--- config.mk ---
export PLATFORM = sky130hd
export DESIGN_NAME = pipe_adder_param_flat
export DESIGN_NICKNAME = d
export VERILOG_FILES = /design/src/rtl/pipe_adder_if.sv /design/src/rtl/pipe_adder_param.sv /design/src/flat_wrapper.sv
export SDC_FILE = /design/constraint.sdc
export NUM_CORES = 1
export LEC_CHECK = 0
export CORE_ASPECT_RATIO = 1.25
export CORE_MARGIN = 2
export CORE_UTILIZATION = 55
export DETAILED_ROUTE_END_ITERATION = 12
export PLACE_DENSITY = 0.78
export SLEW_MARGIN = 10
export SYNTH_ARGS = -nofsm -noshare
export SYNTH_HDL_FRONTEND = slang
export SYNTH_SLANG_ARGS = --single-unit
--- constraint.sdc ---
create_clock -name clk -period 5.23 [get_ports clk]
set_input_delay 0.523 -clock clk [delete_from_list [all_inputs] [get_ports clk]]
set_output_delay 0.523 -clock clk [all_outputs]
set_load 0.03 [all_outputs]
--- src/rtl/pipe_adder_if.sv ---
// Operand/result stream interface for pipe_adder_param.
// PIPE_ADDER_OVF_EN adds the signed-overflow flag alongside sum.
interface pipe_adder_if #(
   parameter int unsigned WIDTH = 16
);
   logic             in_valid;
   logic             in_ready;
   logic [WIDTH-1:0] a;
   logic [WIDTH-1:0] b;
   logic             cin;
   logic             sub;
   logic             out_valid;
   logic             out_ready;
   logic [WIDTH-1:0] sum;
   logic             cout;
`ifdef PIPE_ADDER_OVF_EN
   logic             ovf;
`endif

   // Producer/consumer side (drives operands, accepts results)
   modport master (
      output in_valid, a, b, cin, sub, out_ready,
`ifdef PIPE_ADDER_OVF_EN
      input  ovf,
`endif
      input  in_ready, out_valid, sum, cout
   );

   // Adder side
   modport slave (
      input  in_valid, a, b, cin, sub, out_ready,
`ifdef PIPE_ADDER_OVF_EN
      output ovf,
`endif
      output in_ready, out_valid, sum, cout
   );
endinterface

--- src/rtl/pipe_adder_param.sv ---
// Pipelined ripple-carry adder/subtractor, STAGE_BITS resolved per stage, valid/ready flow control.
// Optional signed-overflow output enabled by macro PIPE_ADDER_OVF_EN.
module pipe_adder_param #(
   parameter int unsigned WIDTH      = 16,
   parameter int unsigned STAGE_BITS = 4
) (
   input  logic        clk,
   input  logic        rst_n,
   pipe_adder_if.slave bus
);

   localparam int unsigned NSTAGE = (STAGE_BITS == 0) ? 1 : WIDTH / STAGE_BITS;

   // Elaboration-time parameter sanity
   generate
      if (STAGE_BITS == 0) begin : g_bad_stage_bits
         $error("pipe_adder_param: STAGE_BITS must be non-zero");
      end else if ((WIDTH % STAGE_BITS) != 0 || WIDTH < STAGE_BITS) begin : g_bad_width
         $error("pipe_adder_param: WIDTH (%0d) must be a non-zero multiple of STAGE_BITS (%0d)",
                WIDTH, STAGE_BITS);
      end
   endgenerate

   // Stage 0 holds the raw operands; stage k holds k resolved chunks
   logic [NSTAGE:0]         vld;
   logic [NSTAGE:0]         cry;
   logic [WIDTH-1:0]        opa     [NSTAGE];
   logic [WIDTH-1:0]        opb     [NSTAGE];
   logic [WIDTH-1:0]        res     [1:NSTAGE];
   logic [WIDTH-1:0]        res_nxt [1:NSTAGE];
   logic [STAGE_BITS:0]     chunk   [1:NSTAGE];
   logic                    adv;

   // Whole pipe moves only when the output slot is free or being drained
   assign adv          = ~vld[NSTAGE] | bus.out_ready;
   assign bus.in_ready = adv;

   // Per-stage chunk add and assembly of the resolved low bits
   always_comb begin
      for (int unsigned k = 1; k <= NSTAGE; k++) begin
         chunk[k] = {1'b0, opa[k-1][(k-1)*STAGE_BITS +: STAGE_BITS]}
                  + {1'b0, opb[k-1][(k-1)*STAGE_BITS +: STAGE_BITS]}
                  + (STAGE_BITS+1)'(cry[k-1]);
      end
      res_nxt[1] = WIDTH'(chunk[1][STAGE_BITS-1:0]);
      for (int unsigned k = 2; k <= NSTAGE; k++) begin
         res_nxt[k] = res[k-1];
         res_nxt[k][(k-1)*STAGE_BITS +: STAGE_BITS] = chunk[k][STAGE_BITS-1:0];
      end
   end

`ifdef PIPE_ADDER_OVF_EN
   logic ovf_q;
   logic ovf_nxt;

   // Carry into the MSB is recovered from the MSB operand bits and the MSB sum bit
   assign ovf_nxt = (opa[NSTAGE-1][WIDTH-1] ^ opb[NSTAGE-1][WIDTH-1]
                     ^ chunk[NSTAGE][STAGE_BITS-1]) ^ chunk[NSTAGE][STAGE_BITS];
   assign bus.ovf = ovf_q;
`endif

   // Pipeline registers: shift together on adv, hold everything otherwise
   always_ff @(posedge clk or negedge rst_n) begin
      if (!rst_n) begin
         vld <= '0;
         cry <= '0;
         for (int unsigned k = 0; k < NSTAGE; k++) begin
            opa[k] <= '0;
            opb[k] <= '0;
         end
         for (int unsigned k = 1; k <= NSTAGE; k++) begin
            res[k] <= '0;
         end
`ifdef PIPE_ADDER_OVF_EN
         ovf_q <= 1'b0;
`endif
      end else if (adv) begin
         vld    <= {vld[NSTAGE-1:0], bus.in_valid};
         opa[0] <= bus.a;
         opb[0] <= bus.sub ? ~bus.b : bus.b;
         cry[0] <= bus.sub | bus.cin;
         for (int unsigned k = 1; k < NSTAGE; k++) begin
            opa[k] <= opa[k-1];
            opb[k] <= opb[k-1];
         end
         for (int unsigned k = 1; k <= NSTAGE; k++) begin
            cry[k] <= chunk[k][STAGE_BITS];
            res[k] <= res_nxt[k];
         end
`ifdef PIPE_ADDER_OVF_EN
         ovf_q <= ovf_nxt;
`endif
      end
   end

   assign bus.out_valid = vld[NSTAGE];
   assign bus.sum       = res[NSTAGE];
   assign bus.cout      = cry[NSTAGE];

endmodule

--- src/flat_wrapper.sv ---
// flat-port wrapper written by rule: the top's interface ports become plain ports
module pipe_adder_param_flat 
#(
   parameter int unsigned WIDTH      = 16,
   parameter int unsigned STAGE_BITS = 4
)
  (clk, rst_n, bus_in_valid, bus_a, bus_b, bus_cin, bus_sub, bus_out_ready, bus_in_ready, bus_out_valid, bus_sum, bus_cout);
  pipe_adder_if #(.WIDTH(WIDTH)) bus_i ();
  input  logic clk;
  input  logic rst_n;
  input wire logic [$bits(bus_i.in_valid)-1:0] bus_in_valid;
  input wire logic [$bits(bus_i.a)-1:0] bus_a;
  input wire logic [$bits(bus_i.b)-1:0] bus_b;
  input wire logic [$bits(bus_i.cin)-1:0] bus_cin;
  input wire logic [$bits(bus_i.sub)-1:0] bus_sub;
  input wire logic [$bits(bus_i.out_ready)-1:0] bus_out_ready;
  output wire logic [$bits(bus_i.in_ready)-1:0] bus_in_ready;
  output wire logic [$bits(bus_i.out_valid)-1:0] bus_out_valid;
  output wire logic [$bits(bus_i.sum)-1:0] bus_sum;
  output wire logic [$bits(bus_i.cout)-1:0] bus_cout;
  assign bus_i.in_valid = bus_in_valid;
  assign bus_i.a = bus_a;
  assign bus_i.b = bus_b;
  assign bus_i.cin = bus_cin;
  assign bus_i.sub = bus_sub;
  assign bus_i.out_ready = bus_out_ready;
  assign bus_in_ready = bus_i.in_ready;
  assign bus_out_valid = bus_i.out_valid;
  assign bus_sum = bus_i.sum;
  assign bus_cout = bus_i.cout;
  pipe_adder_param #(.WIDTH(WIDTH), .STAGE_BITS(STAGE_BITS)) u_core (.clk(clk), .rst_n(rst_n), .bus(bus_i));
endmodule
; Word level (Yosys, flattened, before mapping)
; Index checks and enable logic that the tools add are counted.
[totals]
output_inout_bits = 19
input_bits = 38
elab_cells = 27
ff_bits = 178
[classes]
muxes = 1
bitwise = 4
add_sub_neg = 8
[op_table]
columns = cell, n
row1 = $add 4x4->5, 4
row2 = $add 5x1->5, 4
row3 = $mux 16, 1
row4 = $not 16->16, 1
row5 = $or 1x1->1, 2
row6 = $not 1->1, 1

; Depth between registers and ports, before layout
[logic_depth]
depth_word = 2
mapped_depth = 6
mapped_depth_nobuf = 6

; Worst setup path after synthesis
; No wires, ideal clock.
[synth_timing]
path_kind = register to register
startpoint = register u_core.opb[48] (netlist name)
endpoint = register u_core.cry[1]
synth_period_minus_slack_ns = 1.733
arrival_time_ns = 1.598
path_slack_ns = 3.497
required_ns = 5.095
setup_ns = 0.135
path_stages_with_launch = 6
n_path_buf = 0
cell_sequence = dfrtp_1 > fa_1 > fa_1 > a21o_1 > a21oi_1 > a21oi_1
[synth_between]
elab_chain_cells = 2
[synth_lines]
columns = item, line_no
row1 = from (decl), pipe_adder_param.sv:28  ; logic [WIDTH-1:0] opb [NSTAGE];
row2 = "from (signal, indexed assignment)", pipe_adder_param.sv:84  ; opb[k] <= opb[k-1];
row3 = $add 4x4->5, pipe_adder_param.sv:42  ; + {1'b0, opb[k-1][(k-1)*STAGE_BITS +: STAGE_BITS]}
row4 = $add 5x1->5, pipe_adder_param.sv:43  ; + (STAGE_BITS+1)'(cry[k-1]);
row5 = "to (signal, indexed assignment)", pipe_adder_param.sv:87  ; cry[k] <= chunk[k][STAGE_BITS];
row6 = to (decl), pipe_adder_param.sv:26  ; logic [NSTAGE:0] cry;
; Every way passes these cells.
; A chain may end at the register's enable or synchronous reset.

; Final worst setup path
[layout_timing]
startpoint = input port bus_out_ready
endpoint = output port bus_in_ready
[layout_between]
elab_chain_cells = 1
[layout_lines]
columns = item, line_no
row1 = from (decl), flat_wrapper.sv:16  ; input wire logic [$bits(bus_i.out_ready)-1:0] bus_out_ready;
row2 = $or 1x1->1, pipe_adder_param.sv:35  ; assign adv = ~vld[NSTAGE] | bus.out_ready;
row3 = to (decl), flat_wrapper.sv:17  ; output wire logic [$bits(bus_i.in_ready)-1:0] bus_in_ready;
; Every way passes these cells.

==> flow_summary.toml <==
[synthesis]
synth.most_common_cell = "nand2_1"
syn_area_um2 = 5620
synth_top_family_by_area = "simple AND/OR/NAND/NOR gates"
synth_mux_area_share_pct = 0
yosysTopAreaCell = "dfrtp_1"
async_reset_ff_share_pct = 100
synth_fa_ha_area_share_pct = 5.52
syn_inst = 601
syn_avg_cell_area_um2 = 9.35
ys_seq_area_share_pct = 57.9
yosys_most_used_dff = "dfrtp_1"
synth-simple-area-share_pct = 21.7
synth.area.top_cells = "dfrtp_1 (58%), nand2_1 (20%), buf_4 (3.2%)"
ys_ff_latch = 130
yosysWarningCount = 0
synth_cell_types = 19
synth-compound-area-share_pct = 4.77
yosys-top-cells-count = "nand2_1 (302), dfrtp_1 (130), o21ai_0 (31)"
yosysTopAreaCellShare_pct = 57.9
synth_edf_count = 0
synth_nets = 659
synth-xor-area-share_pct = 3.74

[worst_setup_path]
r2r_slack_ns = 2.51
path_max_fanout = 56
reg2reg_depth = 5
endpoint_kind = "output pin"
regToRegStartpoint = "u_core.vld[4]$_DFFE_PN0P_"
path_class = "in -> out"
worstPathRequired_ns = 4.71
cp-start-kind = "input pin"
critPathLaunch = "bus_out_ready"
r2r_end = "u_core.bus.sum[14]$_DFFE_PN0P_"
arrival_ns = 3.06

[grt]
grt_pass1_wl_mm = 17.6
grt.overflow.total = 0
grt_pass1_vias = 3817
use_met2_pct = 36.8
antenna_found_initial = 0
use_met3_pct = 5.76
grtUsageMet1_pct = 24.7
busiest_layer = "met2"
grt_max_degree = 108
track_usage_pct = 21.1

[placed_design]
hpwl_mm = 6.53
port_buffers = 56
gp_congestion = 0.774

[power]
p_leak_nw = 3.34
ir_drop_uv = 329
fin_total_pwr_mw = 4.39
p_per_area_nw_per_um2 = 658

[detailed_routing]
drt-pass1-iter-count = 5
drt-total-wl_mm = 10.4
drc_errors = 0
drtAntennaViolNets = 0
vias = 3824
vias_per_cell = 4.94
wire_per_inst_um = 13.5
drt_iter0_markers = 273

[timing]
tightest_slew_ns = 1.02
max_freq_ghz = 0.279
rsz0062_at_grt = "false"
fin_worst_skew_ns = 0.00653
final.period_utilization_pct = 68.4
period_needed_ns = 3.58
slew_headroom_pct = 31.8
hold_viol = 0
setup_viol = 0
fin_setup_tns_ns = 0
report.final.slew_viol_count = 0

[floorplanning]
die_area_um2 = 11000
coreArea_um2 = 10000
die_h_um = 117
ios = 57
start_util_pct = 56.1
chipWidth_um = 94.4
rows = 41

[finish]
layout-drive-gt1-share_pct = 5.58
antenna_cells = 0
final_net_count = 691
synthToLayoutAreaGrowth_pct = 18.8
fill_cells = 787

[clock_tree]
insertion_delay_ns = 0.41
path_clk_slew_ns = 0.05
cts_resized = 0
htree_levels = 4
hold_buffers = 0
clockRootBuffer = "clkbuf_16"
max-clock-path-buffers = 2
cts.sinks = 130
numCtsBuffers = 17
post_cts_buffers = 0
cts_tree = "done"

[run]
drv_cap = 0

[status]
run_status = "completed"

[min_path]
hp-class = "in -> async"
-- per-layer routing --
layer | vias to the layer above | share of wire (%)
met5 | - | 0
met4 | 0 | 2.0
met3 | 17 | 3.8
met2 | 84 | 53
met1 | 1826 | 41
li1 | 1897 | -
-- cell type report --
class                   count  area [um2]  share of cell area, %
clock buffers              19         443                   6.64
clock inverters            12         188                   2.81
inverters                  10        38.8                  0.581
multi-input cells         415        2010                   30.1
flip-flops and latches    130        3250                   48.7
well taps                 129         161                   2.42
repair buffers             59         581                   8.70
-- cells by family (layout without fill, tap and decap cells) --
| logic type | count (synthesis) | in the layout |
|---|---|---|
| DFF | 130 | 130 |
| adders and majority gates | 20 | 20 |
| and+or+nand+nor | 320 | 320 |
| xor gates and xnor gates | 24 | 24 |
| AOI/OAI and AO/OA | 51 | 51 |
| buffers and inverters | 56 | 100 |
-- placed cells by master (no fill, tap or decap), types with 8 or more instances in the layout --
| cell type | instances |
|---|---|
| a21oi_1 | 15 |
| clkbuf_16 | 17 |
| clkdlybuf4s50_1 | 55 |
| dfrtp_1 | 130 |
| fa_1 | 8 |
| ha_1 | 12 |
| inv_1 | 9 |
| nand2_1 | 302 |
| nor2_1 | 13 |
| o21ai_0 | 31 |
| xnor2_1 | 17 |
-- stage by stage --
step | std cells | worst slack, ns | hold slack [ns] | area [um2] | util, %
final | 774 | 1.65 | 0.244 | 6670 | 66.7
after floorplan | 601 | 3.50 | 0.227 | 5620 | -
after CTS | 774 | 1.62 | 0.271 | 6670 | 66.7
after global placement | 743 | 1.68 | 0.448 | 6040 | 60.4
after detailed placement | 743 | 1.66 | 0.456 | 6040 | 60.4
after global routing | 774 | 1.43 | 0.315 | 6670 | 66.7
-- critical path: stages --
cell	delay [ns]
clkdlybuf4s50_1	0.45
nor2b_4	0.51
clkinv_2	0.75
clkdlybuf4s50_1	0.80
-- flip-flops by register name (all words and copies together) (netlist names) --
register / flops
u_core.opa: 40
u_core.bus.sum: 16
u_core.cry: 5
u_core.vld: 5
u_core.res: 24
u_core.opb: 40
-- worst max-delay path by stage --
stage | to | slack (ns) | depth (start not counted)
final | bus_in_ready | 1.65 | 4
after global routing | bus_in_ready | 1.43 | 4
after CTS | bus_in_ready | 1.62 | 4
after detailed placement | bus_in_ready | 1.66 | 4
after global placement | bus_in_ready | 1.68 | 4
after floorplan | u_core.cry[1]$_DFFE_PN0P_ | 3.50 | 5
-- where the power goes --
group          switching (mW)  internal (mW)
registers               0.268           1.46
clock network           0.407          0.849
logic                   0.836          0.573
(Power assumes the default switching activity.)
